`config.mk`:
```
export PLATFORM = sky130hd
export DESIGN_NAME = bus_rr
export DESIGN_NICKNAME = d
export VERILOG_FILES = /design/src/rtl/bus_rr.sv
export SDC_FILE = /design/constraint.sdc
export NUM_CORES = 1
export LEC_CHECK = 0
export BUFFER_PORTS_ARGS = -buffer_cell sky130_fd_sc_hd__buf_2
export CORE_AREA = 10 10 81 83
export DETAILED_ROUTE_END_ITERATION = 16
export DIE_AREA = 0 0 91 93
export PLACE_DENSITY = 0.73
export SLEW_MARGIN = 0
export SYNTH_ARGS = -nofsm -noshare
export SYNTH_HDL_FRONTEND = slang
export SYNTH_SLANG_ARGS = --single-unit
export TNS_END_PERCENT = 5
```
`constraint.sdc`:
```
create_clock -name clk -period 1.5 [get_ports clk]
set_input_delay 0.075 -clock clk [delete_from_list [all_inputs] [get_ports clk]]
set_output_delay 0.075 -clock clk [all_outputs]
set_load 0.03 [all_outputs]
```
`src/rtl/bus_rr.sv`:
```
// bus_rr: shared-bus interconnect with a round-robin arbiter, an optional hold limit,
// a windowed address decoder and a registered read-return select.
module bus_rr #(
  parameter int unsigned NUM_M    = 2,
  parameter int unsigned NUM_S    = 2,
  parameter int unsigned AW       = 8,
  parameter int unsigned DW       = 32,
  parameter int unsigned WIN_BITS = 5,
  parameter int unsigned MAX_HOLD = 0
) (
  input  logic                clk,
  input  logic                reset,
  input  logic [NUM_M-1:0]    m_req,
  input  logic [NUM_M-1:0]    m_wr,
  input  logic [NUM_M*AW-1:0] m_address,
  input  logic [NUM_M*DW-1:0] m_dout,
  output logic [NUM_M-1:0]    m_grant,
  output logic [DW-1:0]       m_din,
  input  logic [NUM_S*DW-1:0] s_dout,
  output logic [NUM_S-1:0]    s_sel,
  output logic [AW-1:0]       s_address,
  output logic                s_wr,
  output logic [DW-1:0]       s_din,
  output logic                s_err
);

  localparam int unsigned MW  = (NUM_M > 1) ? $clog2(NUM_M) : 1;
  localparam int unsigned HW  = (MAX_HOLD > 1) ? $clog2(MAX_HOLD) : 1;
  localparam int unsigned AW1 = AW + 1;
  // Terminal hold count; the counter saturates here so a late competitor still hits the limit.
  localparam logic [HW-1:0] HoldLast = (MAX_HOLD == 0) ? '0 : HW'(MAX_HOLD - 1);

  logic [NUM_M-1:0] grant_q, grant_d;
  logic [HW-1:0]    hold_q, hold_d;
  logic [NUM_S-1:0] rsel_q;
  logic             err_q, err_d;
  logic [MW-1:0]    owner, next_owner;
  logic [AW-1:0]    slv_idx;
  logic             active, mapped, others_req, hold_hit, found;
  int unsigned      idx;

  assign m_grant = grant_q;
  assign s_err   = err_q;

  // Encode the one-hot grant into the owner index.
  always_comb begin
    owner = '0;
    for (int i = 0; i < NUM_M; i++) begin
      if (grant_q[i]) owner = MW'(i);
    end
  end

  assign s_address = m_address[owner*AW +: AW];
  assign s_wr      = m_wr[owner];
  assign s_din     = m_dout[owner*DW +: DW];

  // Address decode: one window per slave; anything above the last slave is unmapped.
  always_comb begin
    active  = m_req[owner];
    slv_idx = s_address >> WIN_BITS;
    mapped  = ({1'b0, slv_idx} < AW1'(NUM_S));
    s_sel   = '0;
    for (int k = 0; k < NUM_S; k++) begin
      s_sel[k] = active && ({1'b0, slv_idx} == AW1'(k));
    end
    err_d = active && !mapped;
  end

  // Read return uses the select registered from the previous address phase.
  always_comb begin
    m_din = '0;
    for (int k = 0; k < NUM_S; k++) begin
      if (rsel_q[k]) m_din = m_din | s_dout[k*DW +: DW];
    end
  end

  // Round-robin arbitration with hold limit and hold-counter next state.
  always_comb begin
    others_req = |(m_req & ~grant_q);
    hold_hit   = (MAX_HOLD != 0) && (hold_q == HoldLast) && others_req;
    next_owner = owner;
    found      = 1'b0;
    idx        = 0;
    if (!(m_req[owner] && !hold_hit) && others_req) begin
      for (int i = 1; i < NUM_M; i++) begin
        idx = (int'(owner) + i) % NUM_M;
        if (!found && m_req[idx]) begin
          next_owner = MW'(idx);
          found      = 1'b1;
        end
      end
    end
    grant_d             = '0;
    grant_d[next_owner] = 1'b1;
    if (next_owner == owner && m_req[owner]) begin
      hold_d = (MAX_HOLD == 0 || hold_q == HoldLast) ? hold_q : hold_q + 1'b1;
    end else begin
      hold_d = '0;
    end
  end

  // State registers with synchronous reset.
  always_ff @(posedge clk) begin
    if (reset) begin
      grant_q <= NUM_M'(1);
      hold_q  <= '0;
      rsel_q  <= '0;
      err_q   <= 1'b0;
    end else begin
      grant_q <= grant_d;
      hold_q  <= hold_d;
      rsel_q  <= s_sel;
      err_q   <= err_d;
    end
  end

endmodule
```
Word-level counts from Yosys, hierarchy flattened --
Index checks and enable logic that the tools add are counted.
Operators by class: add/sub/neg operators 1, magnitude comparators 5, eq/ne operators 1, shifts and indexed selects 2, muxes and demuxes 13, bitwise operators 3, reduce and logical (&&, ||, !) cells 9
Operator list (number):
- two-way mux 32 bit | 2
- indexed part select 64 x 7 -> 32 bit | 1
- bitwise OR 32 bit | 1
- indexed part select 16 x 5 -> 8 bit | 1
- two-way mux 1 bit | 10
- zero test 8 bit | 1
- < comparator 1 x 2 -> 1 bit (second input constant) | 3
- logical AND 1 bit | 5
- == test 3 x 1 -> 1 bit (second input constant) | 1
- < comparator 3 x 2 -> 1 bit (second input constant) | 1
- AND 2 bit | 1
- zero test 1 bit | 2
- inverter 2 bit | 1
- OR reduction 2 bit | 1
- adder 1 bit (second input constant) | 1
- demux 1 bit (select 1 bit) | 1
- greater-or-equal comparator 1 bit (second input constant) | 1
Word-level totals: register bits 5, input bits 150, output and inout port bits 78

Depth between registers and ports, before layout --
depth in word-level cells 10, mapped depth 4, gate-level depth less buffers 3

Worst setup path before layout --
OpenSTA, ideal clock, no wires.
path kind register to output, start register (tool-made name), end output s_sel[0], arrival time 1296 ps, required time 1425 ps, slack 129 ps, stages on the path, launching flop included 5, buffers on the path 1, cells stage by stage dfxtp_1 > buf_6 > mux2i_4 > inv_2 > nor2_1
RTL lines:
- end, declared | line 20 | output logic [NUM_S-1:0] s_sel,

==> results by group <==
Worst setup path
  • CP max FO: 24
  • Worst endpoint required time: 1.42 ns
  • WP data arrival: 1.39 ns
  • Crit path kind: flip-flop to output port
  • Type of origin of the critical path: flip-flop
  • Worst Setup End Kind: output port

Power
  • Lkg Pwr: 1.36 nW
  • VDD IR max: 0.315 mV
  • Switch share: 44.2%
  • Internal Power: 0.650 mW
  • PwrDens: ~500 nW/um2
  • Switch Pwr: between 0.5 and 0.6 mW
  • Combinational power share: 65.9%
  • Sequential power share: between 10% and 20%
  • Clock power share: 20.9%

Yosys
  • Synthesized area: 1050 um2
  • Sequential share of the synthesized area: 9.55%
  • Mapped Nets: 257
  • Post-Syn Instances: 107
  • Synth unique cells: 18
  • YS warnings: 0
  • Register bit count reported by yosys: 5
  • Syn Area/Cell: about 9.8 um2

Clocking
  • CTS root buffer: clkbuf_8
  • Clock sink total: 5
  • CTS clk-pin slew, worst paths: 0.03 ns
  • CTS H-tree depth: 1
  • Num CTS Buffers: 3
  • Clk buf depth: 2
  • Worst-Skew Late Latency: 0.22 ns
  • CTS tree: built
  • Post-CTS Setup Bufs: 0

STA
  • Final worst slack: approximately 0.034 ns
  • Final Skew: 0.000208 ns
  • Relative slew slack: 81.0%
  • Hold Slack: 0.109 ns
  • Final Max Slew Viols: 0
  • RSZ-0062 raised after global routing: yes
  • Final hold violation count: 0
  • Final period util: 97.7%
  • Post-route minimum period: 1.47 ns
  • Fmax: between 600 and 700 MHz
  • # setup viols final: 0
  • Worst slew pin tran: 0.284 ns

Placed design
  • Pre-CTS setup slack: 0.163 ns
  • DP HPWL: 6.42 mm
  • Port bufs: 227
  • GP Congestion: roughly 0.8

Detailed routing
  • Vias: 1780
  • DRT antenna net count: 0
  • 1st-pass router iterations: 3
  • Routed WL: 6.95 mm
  • Drt first-iter violations: 10
  • DRC errors left: 0
  • Avg WL per Cell: 17.3 um
  • Routed vias/inst: approximately 4.4

Floorplan
  • Io pins: 228
  • Die X: 91 um
  • Die ar.: 8460 um2
  • Die H: 93 um
  • Starting density of the core: around a fifth
  • CORE AREA: 5010 um2
  • # rows: 26

Status
  • Status: complete, no violations

GRT
  • Number of global-route vias before repair: 2131
  • Global Route Usage Sum: 14.8%
  • Pin count of the biggest net entering global routing: 29
  • First-pass GRT wire length: 10.4 mm
  • Overflow after GRT: 0
  • Initial antenna violation count: 0

Layout
  • Fillers: 521
  • N_diodes: 0
  • Final #Nets: slightly below 500
  • Commonest non-fill, non-tap cells in the layout: 226 x buf_2, 40 x mux2_1, 32 x a22o_1, 4 x nor2_1, 4 x dfxtp_1
  • Most common cell after layout, fill and taps aside: buf_2
  • Share of cells above drive strength 1: around three quarters
  • Synth-to-Final Area Change: 122%

Min path
  • HP Class: primary input to flip-flop

Job
  • Max cap viols: 0
-- per-stage QoR --
| stage | instances | utilization [%] | total power [mW] | instance area, um2 | setup TNS, ns |
|---|---|---|---|---|---|
| 6_report | 401 | 46.4 | 1.16 | 2330 | 0 |
| 2_1_floorplan | 107 | - | 0.592 | 1050 | 0 |
| 3_3_place_gp | 397 | 45.4 | 0.919 | 2270 | 0 |
| 3_5_place_dp | 397 | 45.4 | 0.929 | 2270 | 0 |
| 5_1_grt | 401 | 46.4 | 1.24 | 2330 | -0.252 |
| 4_1_cts | 401 | 46.3 | 1.18 | 2320 | 0 |
-- power by group through the flow --
stage / Sequential [mW] / Combinational, mW / Clock, mW
after floorplan: 0.154 / 0.438 / 0
after global placement: 0.156 / 0.763 / 0
after detailed placement: 0.156 / 0.772 / 0
after CTS: 0.154 / 0.776 / 0.250
after global routing: 0.156 / 0.822 / 0.261
final: 0.154 / 0.768 / 0.243
-- final timing paths --
path,slack [ns],end,from,depth (start not counted)
worst max-delay path,0.03,s_din[4],flip-flop,3
worst min-delay path,0.11,rsel_q[0]$_SDFF_PP0_,reset,2
worst max register to register,0.47,rsel_q[0]$_SDFF_PP0_,flip-flop,3
worst min register to register,0.57,flip-flop,m_grant[0]$_SDFF_PP1_,2
-- cell families after synthesis --
family	count (synthesis)	synth area share [%]
AO/OA/AOI/OAI	36	29.6
AND/OR/NAND/NOR	11	7.76
flip-flops	5	9.55
buffers and inverters	14	8.00
multiplexers	41	45.1
-- critical path, cell delays in order (launching register included) --
cell and delay, ns:
dfxtp_4 0.44, buf_12 0.20, mux2_1 0.34, buf_2 0.18
-- per-layer routing --
metal | part of all wire (%) | track usage (%) | up-vias
met5 | 0 | 0 | -
met4 | 0.79 | 3.26 | 0
met3 | 10 | 6.31 | 4
met2 | 54 | 29.7 | 110
met1 | 34 | 13.5 | 790
li1 | - | - | 876
-- repair_timing --
item,4_1_cts,5_1_grt
endpoints found under the setup margin,39,28
pin swaps,0,0
gates resized for setup,1,3
hold buffers,0,0
-- cells in the mapped netlist (all sizes together) --
master / count / area (um2)
nor2: 4 / 15.0
nor4b: 1 / 23.8
nor3: 4 / 30.0
inv: 2 / 7.50
or3: 2 / 12.5
o211ai: 1 / 7.51
mux2: 40 / 450
a31oi: 1 / 12.5
mux2i: 1 / 22.5
a22o: 32 / 280
clkbuf: 2 / 7.51
a21oi: 2 / 10.0
buf: 10 / 68.8
dfxtp: 5 / 100
-- final cells by class --
cell class	count	area [um2]	area share, %
sequential	5	104	4.46
timing repair buffer	232	1220	52.3
tap	70	87.6	3.77
multi-input combinational	88	865	37.2
clock buffer	4	45.0	1.94
inverter	2	7.51	0.323
(Power assumes the default switching activity.)
